**src/rtl/input_conditioner.sv**
```systemverilog
// input_conditioner: per-channel synchroniser, stable-count debouncer and edge detector
// producing a clean level, rise/fall pulses and a mode-selected event pulse.
module input_conditioner #(
    parameter int   CHANNELS    = 4,
    parameter int   SYNC_STAGES = 2,
    parameter int   DEBOUNCE    = 4,
    parameter int   EDGE_MODE   = 2,
    parameter logic RESET_LEVEL = 1'b0
) (
    input  logic                clk,
    input  logic                rst,
    input  logic [CHANNELS-1:0] a,
    output logic [CHANNELS-1:0] b,
    output logic [CHANNELS-1:0] rise,
    output logic [CHANNELS-1:0] fall,
    output logic [CHANNELS-1:0] evt,
    output logic                any_evt
);
    localparam int CW = DEBOUNCE > 1 ? $clog2(DEBOUNCE) : 1;
    localparam logic [CW-1:0] LAST = CW'(DEBOUNCE - 1);

    logic [CHANNELS-1:0][SYNC_STAGES-1:0] sync;
    logic [CHANNELS-1:0][CW-1:0]          cnt;
    logic [CHANNELS-1:0] s, diff, commit, rise_n, fall_n, evt_n;

    always_comb begin
        s      = '0;
        commit = '0;
        for (int i = 0; i < CHANNELS; i++) s[i] = sync[i][SYNC_STAGES-1];
        diff = s ^ b;
        for (int i = 0; i < CHANNELS; i++) commit[i] = diff[i] && cnt[i] == LAST;
        rise_n = commit & s;
        fall_n = commit & ~s;
        evt_n  = EDGE_MODE == 0 ? rise_n : EDGE_MODE == 1 ? fall_n : commit;
    end

    // A commit always flips b, and any agreement between s and b clears the count.
    always_ff @(posedge clk or posedge rst) begin
        if (rst) begin
            sync    <= {CHANNELS{{SYNC_STAGES{RESET_LEVEL}}}};
            cnt     <= '0;
            b       <= {CHANNELS{RESET_LEVEL}};
            rise    <= '0;
            fall    <= '0;
            evt     <= '0;
            any_evt <= 1'b0;
        end else begin
            for (int i = 0; i < CHANNELS; i++) begin
                sync[i] <= {sync[i][SYNC_STAGES-2:0], a[i]};
                cnt[i]  <= diff[i] && !commit[i] ? cnt[i] + 1'b1 : '0;
            end
            b       <= b ^ commit;
            rise    <= rise_n;
            fall    <= fall_n;
            evt     <= evt_n;
            any_evt <= |evt_n;
        end
    end
endmodule

```
**config.mk**
```make
export PLATFORM = sky130hd
export DESIGN_NAME = input_conditioner
export DESIGN_NICKNAME = d
export VERILOG_FILES = /design/src/rtl/input_conditioner.sv
export SDC_FILE = /design/constraint.sdc
export NUM_CORES = 1
export LEC_CHECK = 0
export BUFFER_PORTS_ARGS = -buffer_cell sky130_fd_sc_hd__buf_2
export CAP_MARGIN = 25
export CORE_MARGIN = 3
export CORE_UTILIZATION = 49
export CTS_BUF_LIST = sky130_fd_sc_hd__clkbuf_4
export DETAILED_ROUTE_END_ITERATION = 10
export PLACE_DENSITY = 0.82
export SLEW_MARGIN = 20
export SYNTH_ARGS = -nofsm -noshare
export SYNTH_HDL_FRONTEND = slang
export SYNTH_SLANG_ARGS = --single-unit
```
**constraint.sdc**
```tcl
create_clock -name clk -period 1.7 [get_ports clk]
set_clock_uncertainty 0.15 [all_clocks]
set_input_delay 0.34 -clock clk [delete_from_list [all_inputs] [get_ports clk]]
set_output_delay 0.34 -clock clk [all_outputs]
set_load 0.05 [all_outputs]
```
==> results.toml, run 1 <==
[grt]
grt_pass1_vias = 650
grt.total_usage_pct = 14.8
antenna_found_initial = 0
overflow = 0
grt_max_degree = 34
grt_pass1_wl_um = 2830

[floorplan]
core_area_sq_um = 2040
ios = 23
fp.dieArea_sq_um = 2830
rows = 16
start_util_pct = 53.6
die_h_um = 53.2
die_x_um = 53.2

[finish]
design_area_sq_um = 1370
syn2layout_area_growth_pct = 24.8
num-nets-final = 120
final_layout_size_suffix_gt1_share_pct = 30.6
num_antenna_cells = 0
fillers = 164

[sta]
fmax_mhz = 598
fin_tns_setup_ns = 0
setup_viol_count_final = 0
relSlewSlack_pct = 73.9
hold_violations = 0
min_period_ns = 1.67
finalMaxSlewViolations = 0
finalCritPeriodShare_pct = 98.3
tightest_slew_ns = 0.392
rsz0062_at_grt = "false"

[setup_path]
cp-start-kind = "flop"
critPathCapture = "any_evt$_DFF_PP0_"
cp.required_ns = 1.74
critPathMaxFanout = 3
path_class = "reg -> reg"
crit_path_start = "s[2]$_DFF_PP0_"
rrSetupSlack_ns = 0.03
worstPathArrival_ns = 1.71
worstSetupEndpointType = "flop"
worstReg2RegEnd = "any_evt$_DFF_PP0_"
worstRegToRegCells = 3
r2r-start = "s[2]$_DFF_PP0_"

[synth]
syn_avg_cell_area_sq_um = 14.6
syn-cell-area_sq_um = 1090
synthCells = 75
synth_seq_cells = 33
syn-num-nets = 85
yosys_warnings = 0
seq_area_frac_synth_pct = 75.5
yosysUniqueCellTypes = 12

[cts]
clockRootBuffer = "clkbuf_4"
clk_pin_slew_worst_paths_ns = 0.09
cts_buffers = 5
cts_tree = "built"
cts.sinks = 33
clock_path_buffers = 2
clock_latency_ns = 0.32
htreeDepth = 2

[route]
routedWlPerCell_um = 11.5
finalWirelength_um = 1580
vias = 648
dr.pass1.iters = 3
drc_errors = 0
via_per_inst = 4.70
drtIter0Drc = 2
ant_nets = 0

[placed_design]
dpl.hpwl_um = 1120
port-buffer-count = 22
place_area_sq_um = 1250
gp_congestion = 0.776

[power_and_ir_drop]
cellPowerDensity_nw_per_um2 = 1580
power_leakage_nw = 0.721
peakVddDrop_mv = 0.881

[outcome]
outcome = "finished clean"

[min_path]
min_path_type = "reg -> reg"

[run]
max-cap-violations = 0
## Yosys cell counts (all sizes together)
cell type	count	area share (%)
dfrtp	33	76
nor3b	8	5.5
inv	5	1.7
ha	4	4.6
nand2	4	1.4
nor2	4	1.4
nor3	4	1.8
o21ai	4	1.8
xnor2	4	3.2
nor2b	3	1.7
and2b	1	0.69
or4	1	0.69
## cell usage in the layout (no fill, tap or decap), drive strengths merged
master       instances
xnor2                4
o21ai                4
dlygate4sd3          5
and2b                1
or4                  1
ha                   4
nor3                 4
buf                 23
clkbuf               8
inv                  5
nand2                4
dfrtp               33
nor2                 4
nor3b                8
nor2b                3
## how the worst min path moves through the flow
stage | to | start | depth (start not counted)
finish | s[0]$_DFF_PP0_ | sync[0]$_DFF_PP0_ | 0
CTS | s[0]$_DFF_PP0_ | sync[0]$_DFF_PP0_ | 0
global route | s[1]$_DFF_PP0_ | sync[2]$_DFF_PP0_ | 0
detailed placement | s[0]$_DFF_PP0_ | sync[0]$_DFF_PP0_ | 0
global placement | s[3]$_DFF_PP0_ | sync[6]$_DFF_PP0_ | 0
floorplan | s[0]$_DFF_PP0_ | sync[0]$_DFF_PP0_ | 0
## metrics by stage
step	power (mW)	hold WS, ns	std cells	setup slack [ns]	utilization (%)
5_1_grt	2.30	0.216	138	0.00997	66.9
4_1_cts	2.19	0.205	138	0.0326	66.9
3_5_place_dp	1.74	0.185	125	0.0581	61.5
2_1_floorplan	1.57	0.181	75	0.0165	-
6_report	2.15	0.204	138	0.0285	66.9
3_3_place_gp	1.69	0.183	125	0.123	61.5
## layout make-up
cell class	instances	area, sq um	area share [%]
clock buffers	8	60.1	4.40
flip-flops and latches	33	828	60.7
well taps	27	33.8	2.47
inverters	5	18.8	1.37
repair buffers	28	168	12.3
multi-input cells	37	256	18.8
## power breakdown
| group | total, mW | switching [mW] | internal, mW |
|---|---|---|---|
| registers | 1.05 | 0.0986 | 0.947 |
| logic | 0.669 | 0.455 | 0.214 |
| clock network | 0.439 | 0.226 | 0.212 |
| total | 2.15 | 0.780 | 1.37 |
## kinds of logic after synthesis
family                   after synthesis  synth area share, %
AND/OR/NAND/NOR                       25                 13.2
adder cells (fa/ha/maj)                4                 4.58
buffers and inverters                  5                 1.72
XOR/XNOR                               4                 3.20
AO/OA/AOI/OAI                          4                 1.83
flip-flops                            33                 75.5
## repair_timing
item | 4_1_cts | 5_1_grt
resized for setup | 0 | 0
setup buffers | 0 | 0
setup endpoints to repair | 0 | 0
hold buffers | 5 | 0
hold endpoints to repair | 37 | 0
## layer usage
layer / track usage, % / part of all wire, % / up-vias
met5: 0 / 0 / -
met4: 7.66 / 2.1 / 0
met3: 6.76 / 7.6 / 6
met2: 21.6 / 50 / 19
met1: 18.4 / 40 / 304
li1: - / - / 319
## critical path: stages, from the launching register on
cell     delay, ns
dfrtp_1       0.43
xnor2_2       0.22
and2b_1       0.22
or4_1         0.53
Power figures use the tool's default switching activity.
==> run 2, diff against run 1 <==
Settings changed: CELL_PAD_IN_SITES_DETAIL_PLACEMENT set to 0, CELL_PAD_IN_SITES_GLOBAL_PLACEMENT set to 1, CORE_UTILIZATION 49 to 40.
==> results.toml, run 2 (synthesized netlist as in run 1, its figures left out) <==
[cts]
clock_latency_ns = 0.32
cts_tree = "built"
clk_pin_slew_worst_paths_ns = 0.09
cts.sinks = 33
clockRootBuffer = "clkbuf_4"
cts_buffers = 5
clock_path_buffers = 2
htreeDepth = 2

[power_and_ir_drop]
peakVddDrop_mv = 0.971
cellPowerDensity_nw_per_um2 = 1570
power_leakage_nw = 0.732
p_total_mw = 2.17

[setup_path]
path_cells = "xnor2_2 > and2b_1 > or4_1"
path_class = "reg -> reg"
worstSetupEndpointType = "flop"
cp_slowest_cell = "or4_1"
worstPathArrival_ns = 1.68
cp-start-kind = "flop"
slowest_delay_ns = 0.52
cp.required_ns = 1.75
critPathMaxFanout = 3

[floorplan]
rows = 18
core_area_sq_um = 2540
ios = 23
die_h_um = 58.3
start_util_pct = 43.0
die_x_um = 58.3
fp.dieArea_sq_um = 3400

[sta]
hold_violations = 0
fmax_mhz = 613
finalCritPeriodShare_pct = 96.0
rsz0062_at_grt = "false"
min_period_ns = 1.63
fin_tns_setup_ns = 0
setup_viol_count_final = 0
tightest_slew_ns = 0.417
finalMaxSlewViolations = 0
relSlewSlack_pct = 72.2

[route]
finalWirelength_um = 1650
dr.pass1.iters = 4
via_per_inst = 4.64
drc_errors = 0
routedWlPerCell_um = 11.6
ant_nets = 0
vias = 659
drtIter0Drc = 3

[placed_design]
port-buffer-count = 22
place_area_sq_um = 1270
dpl.hpwl_um = 1220
gp_congestion = 0.716

[finish]
syn2layout_area_growth_pct = 26.5
num_antenna_cells = 0
final_common_cell = "dfrtp_1"
utilization_pct = 54.4
layout_common_cells = "dfrtp_1 (31), buf_2 (22), nor3b_1 (8), clkbuf_4 (8)"
num-nets-final = 121
final_layout_size_suffix_gt1_share_pct = 32.1
design_area_sq_um = 1380

[grt]
antenna_found_initial = 0
grt_max_degree = 13
grt.total_usage_pct = 12.0
grt_pass1_wl_um = 2840
overflow = 0
grt_pass1_vias = 673

[run]
max-cap-violations = 0

[min_path]
min_path_type = "reg -> reg"

[outcome]
outcome = "finished clean"
-- run 2: cell count changes in the layout (fill, tap and decap cells not counted) --
| cell | previous run | this run |
|---|---|---|
| buf_4 | 1 | 2 |
| xnor2_2 | 1 | 2 |
| xnor2_1 | 3 | 2 |
-- run 2: path summary, 6_finish.rpt --
| path | end | slack, ns | cells after the start | from |
|---|---|---|---|---|
| worst max-delay path | any_evt$_DFF_PP0_ | 0.07 | 3 | s[2]$_DFF_PP0_ |
| worst min-delay path | s[2]$_DFF_PP0_ | 0.20 | 0 | sync[4]$_DFF_PP0_ |
| worst max register to register | any_evt$_DFF_PP0_ | 0.07 | 3 | s[2]$_DFF_PP0_ |
| worst min register to register | s[2]$_DFF_PP0_ | 0.20 | 0 | sync[4]$_DFF_PP0_ |
| max in group asynchronous | evt[1]$_DFF_PP0_ | 0.49 | 4 | rst |
| min in group asynchronous | cnt[2]$_DFF_PP0_ | 0.39 | 3 | rst |
-- run 2: metrics by stage --
stage / hold WS (ns) / cells / setup WS (ns)
detailed placement: 0.185 / 129 / 0.0768
floorplan: 0.181 / 75 / 0.0165
CTS: 0.200 / 142 / 0.0575
global placement: 0.184 / 129 / 0.118
global route: 0.222 / 142 / 0.000594
finish: 0.198 / 142 / 0.0687
-- run 2: worst max-delay path, delay by kind of cell, from the launching register on --
kind	cells	cell delay, ns
xor gates and xnor gates	1	0.20
DFF	1	0.43
and+or+nand+nor	2	0.73
-- run 2: power by group --
part           switching, mW  internal [mW]  total (mW)
Sequential             0.103          0.948        1.05
Clock                  0.233          0.212       0.446
Combinational          0.452          0.220       0.673
-- run 2: cell type report --
cell class | instances | area, sq um
inverters | 5 | 18.8
flip-flops and latches | 33 | 828
fillers | 220 | 1160
clock buffers | 8 | 60.1
multi-input cells | 37 | 264
repair buffers | 29 | 175
well taps | 30 | 37.5
-- run 2: routing by layer --
layer / vias to the layer above / track usage, % / routed length (um)
met2: 17 / 20.6 / 899
met1: 319 / 11.3 / 618
li1: 317 / - / -
met5: - / 0 / 0
met3: 6 / 6.01 / 91
met4: 0 / 6.95 / 42
-- run 2: repair_timing --
item,CTS,global route
buffers inserted,0,0
setup endpoints to repair,0,1
hold buffers,5,0
hold endpoints to repair,14,0
gates resized for setup,0,1
